$ cat src/rtl/coef_streamer.sv
// coef_streamer: buffers the 12 coefficients of a 3x4 matrix, then pulses cf_load and streams them one per cycle,
// holding the next cf_load off for FRAME_GAP cycles; COEF_STREAMER_PINGPONG_EN adds a second bank so filling overlaps sending.
module coef_streamer #(
  parameter int DATA_W    = 8,
  parameter int FRAME_GAP = 20
) (
  input  logic              clk,
  input  logic              aclr,
  input  logic              in_valid,
  input  logic [DATA_W-1:0] in_data,
  output logic              in_ready,
  output logic              cf_load,
  output logic [DATA_W-1:0] cf_data,
  output logic              busy,
  output logic              frame_done
);

  generate
    if (FRAME_GAP < 13 || FRAME_GAP > 63) begin : g_gap_check
      $error("coef_streamer: FRAME_GAP must be within 13..63");
    end
  endgenerate

  localparam logic [2:0] S_IDLE = 3'd0;
  localparam logic [2:0] S_FILL = 3'd1;
  localparam logic [2:0] S_LOAD = 3'd2;
  localparam logic [2:0] S_SEND = 3'd3;
  localparam logic [2:0] S_GAP  = 3'd4;

  localparam logic [5:0] LAST_CNT = 6'(FRAME_GAP - 1);

  logic [2:0]        state_q, state_d;
  logic [5:0]        cnt_q, cnt_d;
  logic [3:0]        wr_ptr_q, wr_ptr_d;
  logic [3:0]        rd_idx;
  logic              in_ready_q, in_ready_d;
  logic              cf_load_q, busy_q, frame_done_q;
  logic [DATA_W-1:0] cf_data_q, rd_word;
  logic              accept, wrap, frame_end, ready_d;

  assign accept    = in_valid & in_ready_q;
  assign wrap      = accept && (wr_ptr_q == 4'd11);
  assign frame_end = frame_done_q;
  assign wr_ptr_d  = wrap ? 4'd0 : (accept ? wr_ptr_q + 4'd1 : wr_ptr_q);
  assign rd_idx    = cnt_d[3:0] - 4'd1;

`ifdef COEF_STREAMER_PINGPONG_EN
  logic [DATA_W-1:0] bank_q [2][12];
  logic [1:0]        full_q, full_d;
  logic              wr_bank_q, wr_bank_d, rd_bank_q, rd_bank_d;

  // Writer and reader never collide: the writer only reaches a bank once the reader has released it.
  always_comb begin
    full_d = full_q;
    if (frame_end) full_d[rd_bank_q] = 1'b0;
    if (wrap)      full_d[wr_bank_q] = 1'b1;
  end

  assign wr_bank_d  = wr_bank_q ^ wrap;
  assign rd_bank_d  = rd_bank_q ^ frame_end;
  assign ready_d    = full_d[rd_bank_d];
  assign in_ready_d = (state_d != S_IDLE) && !full_d[wr_bank_d];
  assign rd_word    = bank_q[rd_bank_q][rd_idx];

  always_ff @(posedge clk or posedge aclr) begin
    if (aclr) begin
      full_q    <= '0;
      wr_bank_q <= 1'b0;
      rd_bank_q <= 1'b0;
    end else begin
      full_q    <= full_d;
      wr_bank_q <= wr_bank_d;
      rd_bank_q <= rd_bank_d;
    end
  end

  always_ff @(posedge clk) begin
    if (accept) bank_q[wr_bank_q][wr_ptr_q] <= in_data;
  end
`else
  logic [DATA_W-1:0] bank_q [12];
  logic              full_q, full_d;

  assign full_d     = (full_q & ~frame_end) | wrap;
  assign ready_d    = full_d;
  assign in_ready_d = (state_d == S_FILL);
  assign rd_word    = bank_q[rd_idx];

  always_ff @(posedge clk or posedge aclr) begin
    if (aclr) full_q <= 1'b0;
    else      full_q <= full_d;
  end

  always_ff @(posedge clk) begin
    if (accept) bank_q[wr_ptr_q] <= in_data;
  end
`endif

  // cnt is the cycle index within a frame: 0 at LOAD, frame ends at FRAME_GAP-1.
  always_comb begin
    state_d = state_q;
    cnt_d   = cnt_q;
    case (state_q)
      S_IDLE: state_d = S_FILL;
      S_FILL: if (ready_d) state_d = S_LOAD;
      S_LOAD: begin
        state_d = S_SEND;
        cnt_d   = 6'd1;
      end
      S_SEND, S_GAP: begin
        cnt_d = cnt_q + 6'd1;
        if (frame_end) begin
          state_d = ready_d ? S_LOAD : S_FILL;
          cnt_d   = 6'd0;
        end else if (state_q == S_SEND && cnt_q == 6'd12) begin
          state_d = S_GAP;
        end
      end
      default: state_d = S_IDLE;
    endcase
  end

  always_ff @(posedge clk or posedge aclr) begin
    if (aclr) begin
      state_q      <= S_IDLE;
      cnt_q        <= '0;
      wr_ptr_q     <= '0;
      in_ready_q   <= 1'b0;
      cf_load_q    <= 1'b0;
      busy_q       <= 1'b0;
      frame_done_q <= 1'b0;
      cf_data_q    <= '0;
    end else begin
      state_q      <= state_d;
      cnt_q        <= cnt_d;
      wr_ptr_q     <= wr_ptr_d;
      in_ready_q   <= in_ready_d;
      cf_load_q    <= (state_d == S_LOAD);
      busy_q       <= (state_d == S_LOAD) || (state_d == S_SEND) || (state_d == S_GAP);
      frame_done_q <= ((state_d == S_SEND) || (state_d == S_GAP)) && (cnt_d == LAST_CNT);
      cf_data_q    <= (state_d == S_SEND) ? rd_word : '0;
    end
  end

  assign in_ready   = in_ready_q;
  assign cf_load    = cf_load_q;
  assign busy       = busy_q;
  assign frame_done = frame_done_q;
  assign cf_data    = cf_data_q;

endmodule

$ cat config.mk
export PLATFORM = sky130hd
export DESIGN_NAME = coef_streamer
export DESIGN_NICKNAME = d
export VERILOG_FILES = /design/src/rtl/coef_streamer.sv
export SDC_FILE = /design/constraint.sdc
export NUM_CORES = 1
export LEC_CHECK = 0
export CORE_MARGIN = 8
export CORE_UTILIZATION = 55
export CTS_CLUSTER_DIAMETER = 30
export DETAILED_ROUTE_END_ITERATION = 10
export PLACE_DENSITY_LB_ADDON = 0.12
export SLEW_MARGIN = 40
export SYNTH_ARGS = -nofsm -noshare
export SYNTH_HDL_FRONTEND = slang
export SYNTH_SLANG_ARGS = --single-unit
$ cat constraint.sdc
create_clock -name clk -period 6.21 [get_ports clk]
set_clock_uncertainty 0.2 [all_clocks]
set_input_delay 1.5525 -clock clk [delete_from_list [all_inputs] [get_ports clk]]
set_output_delay 1.5525 -clock clk [all_outputs]
set_load 0.05 [all_outputs]
==> results.py <==
metrics = {
    "clock_network": {
        "cts_root_buf": "clkbuf_8",
        "clkSinkCount": 122,
        "numCtsBuffers": 17,
        "cts_max_path_buffers": 2,
        "post_cts_buffers": 0,
        "clk_latency_ns": 0.51,
        "h-tree-depth": 4,
        "post_cts_resized": 0,
        "cts.clk_slew.worst_paths_ns": 0.06,
        "holdBufCountCts": 0,
        "cts_tree": "built",
    },
    "yosys": {
        "synth.distinct_cells": 61,
        "synth_top_cell_by_area": "edfxtp_1",
        "seq_area_frac_synth_pct": 67.59,
        "synthTopCellsByCount": "96 x edfxtp_1, 26 x dfrtp_1, 19 x mux4_2",
        "synth-edff-count": 96,
        "synthFlopType": "edfxtp_1",
        "synthesis.nets": 327,
        "ys_ff_latch": 122,
        "yosysMostFrequentCell": "edfxtp_1",
        "synth_area_leaders": "edfxtp_1 55%, dfrtp_1 12%, mux4_2 8.2%",
        "yosysWarnings": 0,
        "synth-async-reset-ratio_pct": 21.31,
        "synthCells": 308,
        "synth_top_cell_area_share_pct": 55.15,
        "netlist_area_sq_um": 5228,
        "avgSynthCellArea_sq_um": 16.97,
    },
    "route": {
        "met1_length_um": 4671,
        "routed-wl-met3_um": 533,
        "route.detailed.vias_per_inst": 5.981,
        "routed.top_layer": "met4",
        "firstDrtPassIters": 4,
        "wl_met2_um": 4812,
        "totalWireLength_um": 10140,
        "wl_per_cell_um": 21.22,
        "drtIter0Drc": 219,
        "vias": 2859,
        "drtAntennaViolNets": 0,
        "post-route-drc-count": 0,
    },
    "global_routing": {
        "grt_start_max_net_pins": 28,
        "grt_overflow": 0,
        "gr-usage-all-layers_pct": 17.07,
        "grt_pass1_wl_um": 16260,
        "antenna_found_initial": 0,
        "first_global_vias": 2938,
    },
    "finish": {
        "final_core_util_pct": 65.81,
        "fill_cells": 641,
        "insertedDiodeCount": 0,
        "drive_above_1_share_pct": 18.62,
        "multiInputGateArea_sq_um": 1535,
        "stdcell_area_sq_um": 6081,
        "nets": 355,
        "area_delta_synth_final_pct": 16.32,
        "seqCellArea_sq_um": 3533,
    },
    "place": {
        "gp_congestion": 0.8110,
        "dp_hpwl_um": 6295,
        "port_buffers": 22,
        "dpl-instance-area_sq_um": 5515,
    },
    "setup_path": {
        "cp.arrival_ns": 2.23,
        "crit_buf_inv": 1,
        "path_max_fanout": 22,
        "cp-end-kind": "output pin",
        "required_ns": 4.46,
        "crit_path_start_kind": "register",
        "critPathSlowestCell": "clkdlybuf4s50_1",
        "cp_slowest_stage_delay_ns": 0.93,
        "crit_type": "reg -> out",
        "critPathTopFamily": "buffers and inverters",
        "crit_chain": "clkdlybuf4s50_1",
    },
    "sta": {
        "timing.fmax_ghz": 0.2508,
        "final.setup.tns_ns": 0,
        "tightestPinTransition_ns": 0.6943,
        "final_max_slew_viol_count": 0,
        "relSlewSlack_pct": 53.71,
        "rsz0062_at_grt": "no",
        "setup_viol": 0,
        "period_needed_ns": 3.987,
        "hold_violations": 0,
        "fin_crit_sh_pct": 64.20,
    },
    "floorplan": {
        "die_area_sq_um": 12880,
        "start_util_pct": 56.57,
        "core.rowCount": 35,
        "die_x_um": 113.5,
        "core_area_sq_um": 9240,
        "io_pins": 23,
        "die_y_um": 113.5,
    },
    "pwr": {
        "leakagePower_nw": 2.186,
        "power_mw": 3.553,
        "peakVddDrop_uv": 510.6,
        "power.density_nw_per_um2": 584.3,
    },
    "job": {
        "cap_violations": 0,
    },
    "hold_path": {
        "hp-class": "reg -> reg",
    },
    "run_status": {
        "status": "finished clean",
    },
}
layer usage:
metal | vias to the layer above | global-route usage (%)
li1 | 1288 | -
met1 | 1470 | 23.13
met2 | 88 | 25.64
met3 | 13 | 4.702
met4 | 0 | 6.661
met5 | - | 0
path summary, 6_finish.rpt:
path                       startpoint  slack [ns]  depth (start not counted)          to
max                        frame_done        2.22                          1  frame_done
min                            full_q        0.33                          2      full_q
max reg2reg                state_q[2]        2.61                          8  cf_data[3]
min reg2reg                    full_q        0.33                          2      full_q
max in group asynchronous        aclr        4.20                          2  cf_data[5]
min in group asynchronous        aclr        1.22                          2  state_q[0]
layout make-up:
type	instances	area share [%]
tap	129	2.654
sequential	122	58.11
multi-input combinational	158	25.25
clock buffer	18	6.872
clock inverter	14	2.428
inverter	14	0.9465
timing repair buffer	23	3.745
layout by cell type (no fill, tap or decap), drive strengths merged, types with 5 or more instances in the layout:
| cell | count |
|---|---|
| dfrtp | 26 |
| ha | 8 |
| inv | 15 |
| a211oi | 10 |
| nand2 | 8 |
| o21ai | 8 |
| edfxtp | 96 |
| clkbuf | 18 |
| and3 | 5 |
| clkdlybuf4s50 | 22 |
| clkinv | 7 |
| nor3 | 5 |
| and2 | 10 |
| mux4 | 24 |
| a21oi | 18 |
| nor2 | 7 |
| mux2i | 8 |
registers in the layout, indices dropped and copies added (netlist names):
name / flops
frame_done: 1
wr_ptr_q: 4
cnt_q: 6
cf_data: 8
bank_q: 96
busy: 1
full_q: 1
in_ready: 1
cf_load: 1
state_q: 3
cells by family after synthesis:
family | Yosys count | synth area share (%)
flops | 122 | 67.59
compound gates | 58 | 7.731
simple gates | 58 | 6.702
mux | 33 | 12.45
buf+inv | 28 | 3.088
fa+ha+maj | 8 | 1.915
xor+xnor | 1 | 0.5266
power breakdown:
part / switching [mW] / internal, mW
registers: 0.0859 / 0.982
clock network: 0.365 / 0.571
logic: 0.839 / 0.710
total: 1.29 / 2.26
stage by stage:
stage / hold WS [ns] / instances / setup slack, ns
finish: 0.3338 / 478 / 2.223
detailed placement: 0.3285 / 446 / 2.467
global placement: 0.3281 / 446 / 2.423
floorplan: 0.3050 / 308 / 3.091
global route: 0.3945 / 478 / 2.151
CTS: 0.3372 / 478 / 2.241
No activity file was read; power rests on OpenSTA's default activity.
